### config.mk
export PLATFORM = sky130hd
export DESIGN_NAME = seq_player
export DESIGN_NICKNAME = d
export VERILOG_FILES = /design/src/rtl/seq_player.sv
export SDC_FILE = /design/constraint.sdc
export NUM_CORES = 1
export LEC_CHECK = 0
export ABC_AREA = 1
export CAP_MARGIN = 20
export CELL_PAD_IN_SITES_DETAIL_PLACEMENT = 2
export CELL_PAD_IN_SITES_GLOBAL_PLACEMENT = 2
export CORE_MARGIN = 10
export CORE_UTILIZATION = 30
export CTS_CLUSTER_DIAMETER = 50
export DETAILED_ROUTE_END_ITERATION = 8
export HOLD_SLACK_MARGIN = 0.05
export PLACE_DENSITY_LB_ADDON = 0.1
export SYNTH_ARGS = -nofsm -noshare
export SYNTH_HDL_FRONTEND = slang
export SYNTH_SLANG_ARGS = --single-unit
export TNS_END_PERCENT = 20
### constraint.sdc
create_clock -name clk_50 -period 3.2 [get_ports clk_50]
set_input_delay 0.64 -clock clk_50 [delete_from_list [all_inputs] [get_ports clk_50]]
set_output_delay 0.64 -clock clk_50 [all_outputs]
set_load 0.01 [all_outputs]
### src/rtl/seq_player.sv
// rtl/seq_player.sv - steps through one sequence of the pattern ROM, one step per slow_clk rise
module seq_player #(
  parameter int SEQ_BITS  = 3,
  parameter int STEP_BITS = 4,
  parameter int DATA_W    = 8,
  localparam int ADDR_W   = SEQ_BITS + STEP_BITS
) (
  input  logic                 clk_50,
  input  logic                 reset,
  input  logic                 slow_clk,
  input  logic                 run,
  input  logic                 loop_en,
  input  logic [SEQ_BITS-1:0]  seq_num,
  input  logic [DATA_W:0]      rom_data,
  output logic [ADDR_W-1:0]    rom_addr,
  output logic [DATA_W-1:0]    pattern_out,
  output logic [STEP_BITS-1:0] step_num,
  output logic                 busy,
  output logic                 seq_done
);

  typedef enum logic [2:0] {S_IDLE, S_FETCH, S_WAIT, S_HOLD, S_DONE} state_t;

  state_t               state_q, state_d;
  logic [2:0]           sync_q;
  logic [SEQ_BITS-1:0]  seq_q, seq_d;
  logic [STEP_BITS-1:0] step_q, step_d;
  logic                 last_q, last_d;
  logic [ADDR_W-1:0]    addr_q, addr_d;
  logic [DATA_W-1:0]    pat_q, pat_d;
  logic [STEP_BITS-1:0] stepn_q, stepn_d;
  logic                 done_q, done_d;
  logic                 tick;
  logic                 is_last;
  logic [STEP_BITS-1:0] step_inc;

  // sync_q[1:0] is the two-flop synchroniser, sync_q[2] the edge-detect history
  assign tick     = sync_q[1] & ~sync_q[2];
  assign is_last  = last_q | (&step_q);
  assign step_inc = step_q + STEP_BITS'(1);

  always_ff @(posedge clk_50 or posedge reset) begin
    if (reset) begin
      state_q <= S_IDLE;
      sync_q  <= '0;
      seq_q   <= '0;
      step_q  <= '0;
      last_q  <= 1'b0;
      addr_q  <= '0;
      pat_q   <= '0;
      stepn_q <= '0;
      done_q  <= 1'b0;
    end else begin
      state_q <= state_d;
      sync_q  <= {sync_q[1:0], slow_clk};
      seq_q   <= seq_d;
      step_q  <= step_d;
      last_q  <= last_d;
      addr_q  <= addr_d;
      pat_q   <= pat_d;
      stepn_q <= stepn_d;
      done_q  <= done_d;
    end
  end

  always_comb begin
    state_d = state_q;
    seq_d   = seq_q;
    step_d  = step_q;
    last_d  = last_q;
    addr_d  = addr_q;
    pat_d   = pat_q;
    stepn_d = stepn_q;
    done_d  = 1'b0;
    case (state_q)
      S_IDLE: begin
        if (run) begin
          seq_d   = seq_num;
          step_d  = '0;
          addr_d  = {seq_num, {STEP_BITS{1'b0}}};
          state_d = S_FETCH;
        end
      end
      S_FETCH, S_WAIT, S_HOLD: begin
        // Abort wins over everything, including a tick on the same edge
        if (!run) begin
          state_d = S_IDLE;
          pat_d   = '0;
          stepn_d = '0;
        end else if (state_q == S_FETCH) begin
          state_d = S_WAIT;
        end else if (state_q == S_WAIT) begin
          pat_d   = rom_data[DATA_W-1:0];
          last_d  = rom_data[DATA_W];
          stepn_d = step_q;
          state_d = S_HOLD;
        end else if (tick) begin
          if (!is_last) begin
            step_d  = step_inc;
            addr_d  = {seq_q, step_inc};
            state_d = S_FETCH;
          end else if (loop_en) begin
            seq_d   = seq_num;
            step_d  = '0;
            addr_d  = {seq_num, {STEP_BITS{1'b0}}};
            state_d = S_FETCH;
          end else begin
            done_d  = 1'b1;
            state_d = S_DONE;
          end
        end
      end
      S_DONE: begin
        if (!run) state_d = S_IDLE;
      end
      default: state_d = S_IDLE;
    endcase
  end

  assign rom_addr    = addr_q;
  assign pattern_out = pat_q;
  assign step_num    = stepn_q;
  assign seq_done    = done_q;
  assign busy        = (state_q == S_FETCH) || (state_q == S_WAIT) || (state_q == S_HOLD);

endmodule
==> reports/qor.csv <==
stage,metric,value,unit
final_layout,final_cell_area,1960,um^2
global_route,grt_pass1_vias,1429,
pwr,power_switching_share,40.1,%
sta,clock.fmax,444,MHz
route,drc,0,
clocking,numClockSinks,30,
route,wl_per_cell,15.6,um
flow_run,drv_cap,0,
yosys,netlist_instances,166,
sta,fin_skew,0.00696,ns
yosys,synth_xor_area_share,0.608,%
worst_setup_path,endpoint_kind,output port,
sta,fin_setup_tns,0,ns
yosys,synth_area_leader_cell,dfrtp_1,
worst_setup_path,cp.arrival,1.61,ns
global_route,antenna_found_initial,0,
global_route,grt_overflow,0,
global_route,grt_max_degree,31,
clocking,htreeDepth,2,
yosys,synthArstFlopShare,100,%
clocking,numCtsBuffers,5,
placed_design,dp_hpwl,3130,um
placed_design,dpl_cell_area,1870,um^2
yosys,synth_edf_count,0,
sta,fin_crit,2.25,ns
route,firstDrtPassIters,3,
yosys,synthesis.nets,184,
floorplanning,start_util,30.7,%
global_route,grt_pass1_wl,7140,um
final_layout,fin_cells,264,
pwr,p_int,937,uW
yosys,synth_top_area_share,52.1,%
clocking,cts.hold.buffers_added,0,
yosys,synth_seq_area_share,52.1,%
yosys,yosys_warnings,0,
clocking,path_clk_slew,0.06,ns
sta,max-slew-margin-rel,72.7,%
yosys,synth_ff_type,dfrtp_1,
worst_setup_path,crit_type,flop to output port,
final_layout,n_fill_cell,530,
floorplanning,die_w,89.3,um
sta,worst_slew_pin_slew,0.409,ns
placed_design,port_buffers,37,
floorplanning,die_h,89.3,um
worst_setup_path,required,2.56,ns
placed_design,gp_congestion,0.749,
worst_setup_path,max_stage_delay,0.57,ns
clocking,cts_root_buf,clkbuf_8,
sta,slew_viol_final,0,
floorplanning,core_area,4690,um^2
pwr,power,1.56,mW
yosys,yosysMostFrequentCell,nand2_1,
pwr,peakVddDrop,0.000417,V
sta,finalCritPeriodShare,70.4,%
pwr,switchingPower,627,uW
yosys,synthTopCellsByArea,"dfrtp_1 (52%), nand2_1 (13%), inv_1 (7.8%)",
sta,rsz0062_at_grt,no,
placed_design,preCtsSetupSlack,0.788,ns
floorplanning,dieArea,7970,um^2
global_route,grt_usage,11.7,%
final_layout,drive_gt1_share,15.7,%
final_layout,area_growth,35.9,%
pwr,p_clk_share,20.5,%
route,antenna_left,0,
yosys,mappedNetlistArea,1440,um^2
clocking,cts_buffer_depth,2,
status,status,finished clean,
final_layout,antenna_cells,0,
pwr,seqPwrFrac,35.9,%
worst_setup_path,crit_family,buffers and inverters,
route,routed_wl,4130,um
yosys,synthAdderAreaFrac,0.869,%
placed_design,placedCellCount,256,
min_path,hp-class,flop to flop,
yosys,muxShareOfSynthArea,0,%
yosys,synth_area_per_cell,8.68,um^2
sta,hold_slack,0.365,ns
yosys,ys_seq_elements,30,
worst_setup_path,slowest_stage,clkdlybuf4s50_1,
clocking,cts_tree,done,
sta,setup_viol,0,
route,via_per_inst,4.66,
worst_setup_path,critPathBufInv,1,
worst_setup_path,crit_chain,"nor2_1, nor2_4, clkdlybuf4s50_1",
route,vias,1231,
clocking,post-cts-setup-buffer-count,0,
yosys,synth_top_family_by_area,simple AND/OR/NAND/NOR gates,
sta,hold_viol,0,
worst_setup_path,cp_max_fo,7,
yosys,synth_compound_area_share,12.3,%
floorplanning,rows,25,
worst_setup_path,cp-start-kind,flop,
yosys,synthSimpleGateAreaFrac,23.8,%
route,first_iter_violations,41,
pwr,cellLeakagePower,0.934,nW
worst_setup_path,crit_cells,3,
yosys,synth.cells.most_frequent,"nand2_1 (48), dfrtp_1 (30), inv_1 (30)",
final_layout,post-route-util,41.7,%
worst_setup_path,reg2reg_depth,8,
yosys,ys_types,23,
pwr,power_frac_comb,43.6,%
floorplanning,pin_count,38,
final_layout,layout.nets,227,
min_path,holdPathStages,0,
pwr,p_per_area,799,nW/um^2
clocking,ctsResizeCount,0,
sta,timing.final.ws_setup,0.947,ns
clocking,insertion_delay,0.29,ns
[power by group through the flow]
stage	sequential (mW)	combinational (mW)	clock (mW)
after CTS	0.564	0.704	0.335
after floorplan	0.583	0.400	0
final	0.561	0.682	0.321
after global placement	0.562	0.671	0
after detailed placement	0.571	0.695	0
after global routing	0.581	0.775	0.355
[path summary, 6_finish.rpt]
check / endpoint / slack (ns) / from
max: busy / 0.95 / state_q[0]
min: sync_q[1] / 0.37 / sync_q[0]
max reg2reg: rom_addr[5] / 1.49 / step_q[0]
min reg2reg: sync_q[1] / 0.37 / sync_q[0]
max in group asynchronous: rom_addr[6] / 2.15 / reset
min in group asynchronous: pattern_out[1] / 0.75 / reset
[cell families (layout without fill, tap and decap cells)]
family          count (synthesis)  count (layout)
simple gates                   73              73
buf+inv                        35              79
flops                          30              30
compound gates                 26              26
fa+ha+maj                       1               1
xor+xnor                        1               1
[state kept, by name, summed over array words and instances, names as in the netlist]
register / flops
rom_addr: 4
state_q: 3
sync_q: 3
last_q: 1
step_num: 4
pattern_out: 8
seq_q: 3
seq_done: 1
step_q: 3
[placed cells by master, fill, tap and decap left out]
cell	count
nand2_1	48
clkdlybuf4s50_1	37
inv_1	30
dfrtp_1	30
o21ai_2	12
o21ai_0	10
nand3_1	7
clkbuf_8	6
nor2_1	4
nand3_2	3
nand4_1	3
inv_2	2
o22ai_1	2
nand2_2	2
nor2_4	2
buf_4	2
a21oi_1	1
o21ai_1	1
nand3b_2	1
nor3_1	1
or2_2	1
nor2_2	1
xor2_1	1
ha_1	1
clkinv_2	1
clkbuf_1	1
[layout make-up]
cell class | count | area [um^2] | area share [%]
well taps | 54 | 67.6 | 3.45
clock buffers | 7 | 86.3 | 4.41
flip-flops and latches | 30 | 751 | 38.4
clock inverters | 1 | 5.00 | 0.256
inverters | 32 | 120 | 6.14
multi-input cells | 101 | 542 | 27.7
repair buffers | 39 | 385 | 19.7
[metal layers]
layer  wire, um  global-route usage [%]  vias up
met1       1760                    13.1      601
met3        265                    4.28        6
li1           -                       -      596
met5          0                       0        -
met4         72                    4.77        0
met2       2040                    19.7       28
(Power assumes the default switching activity.)
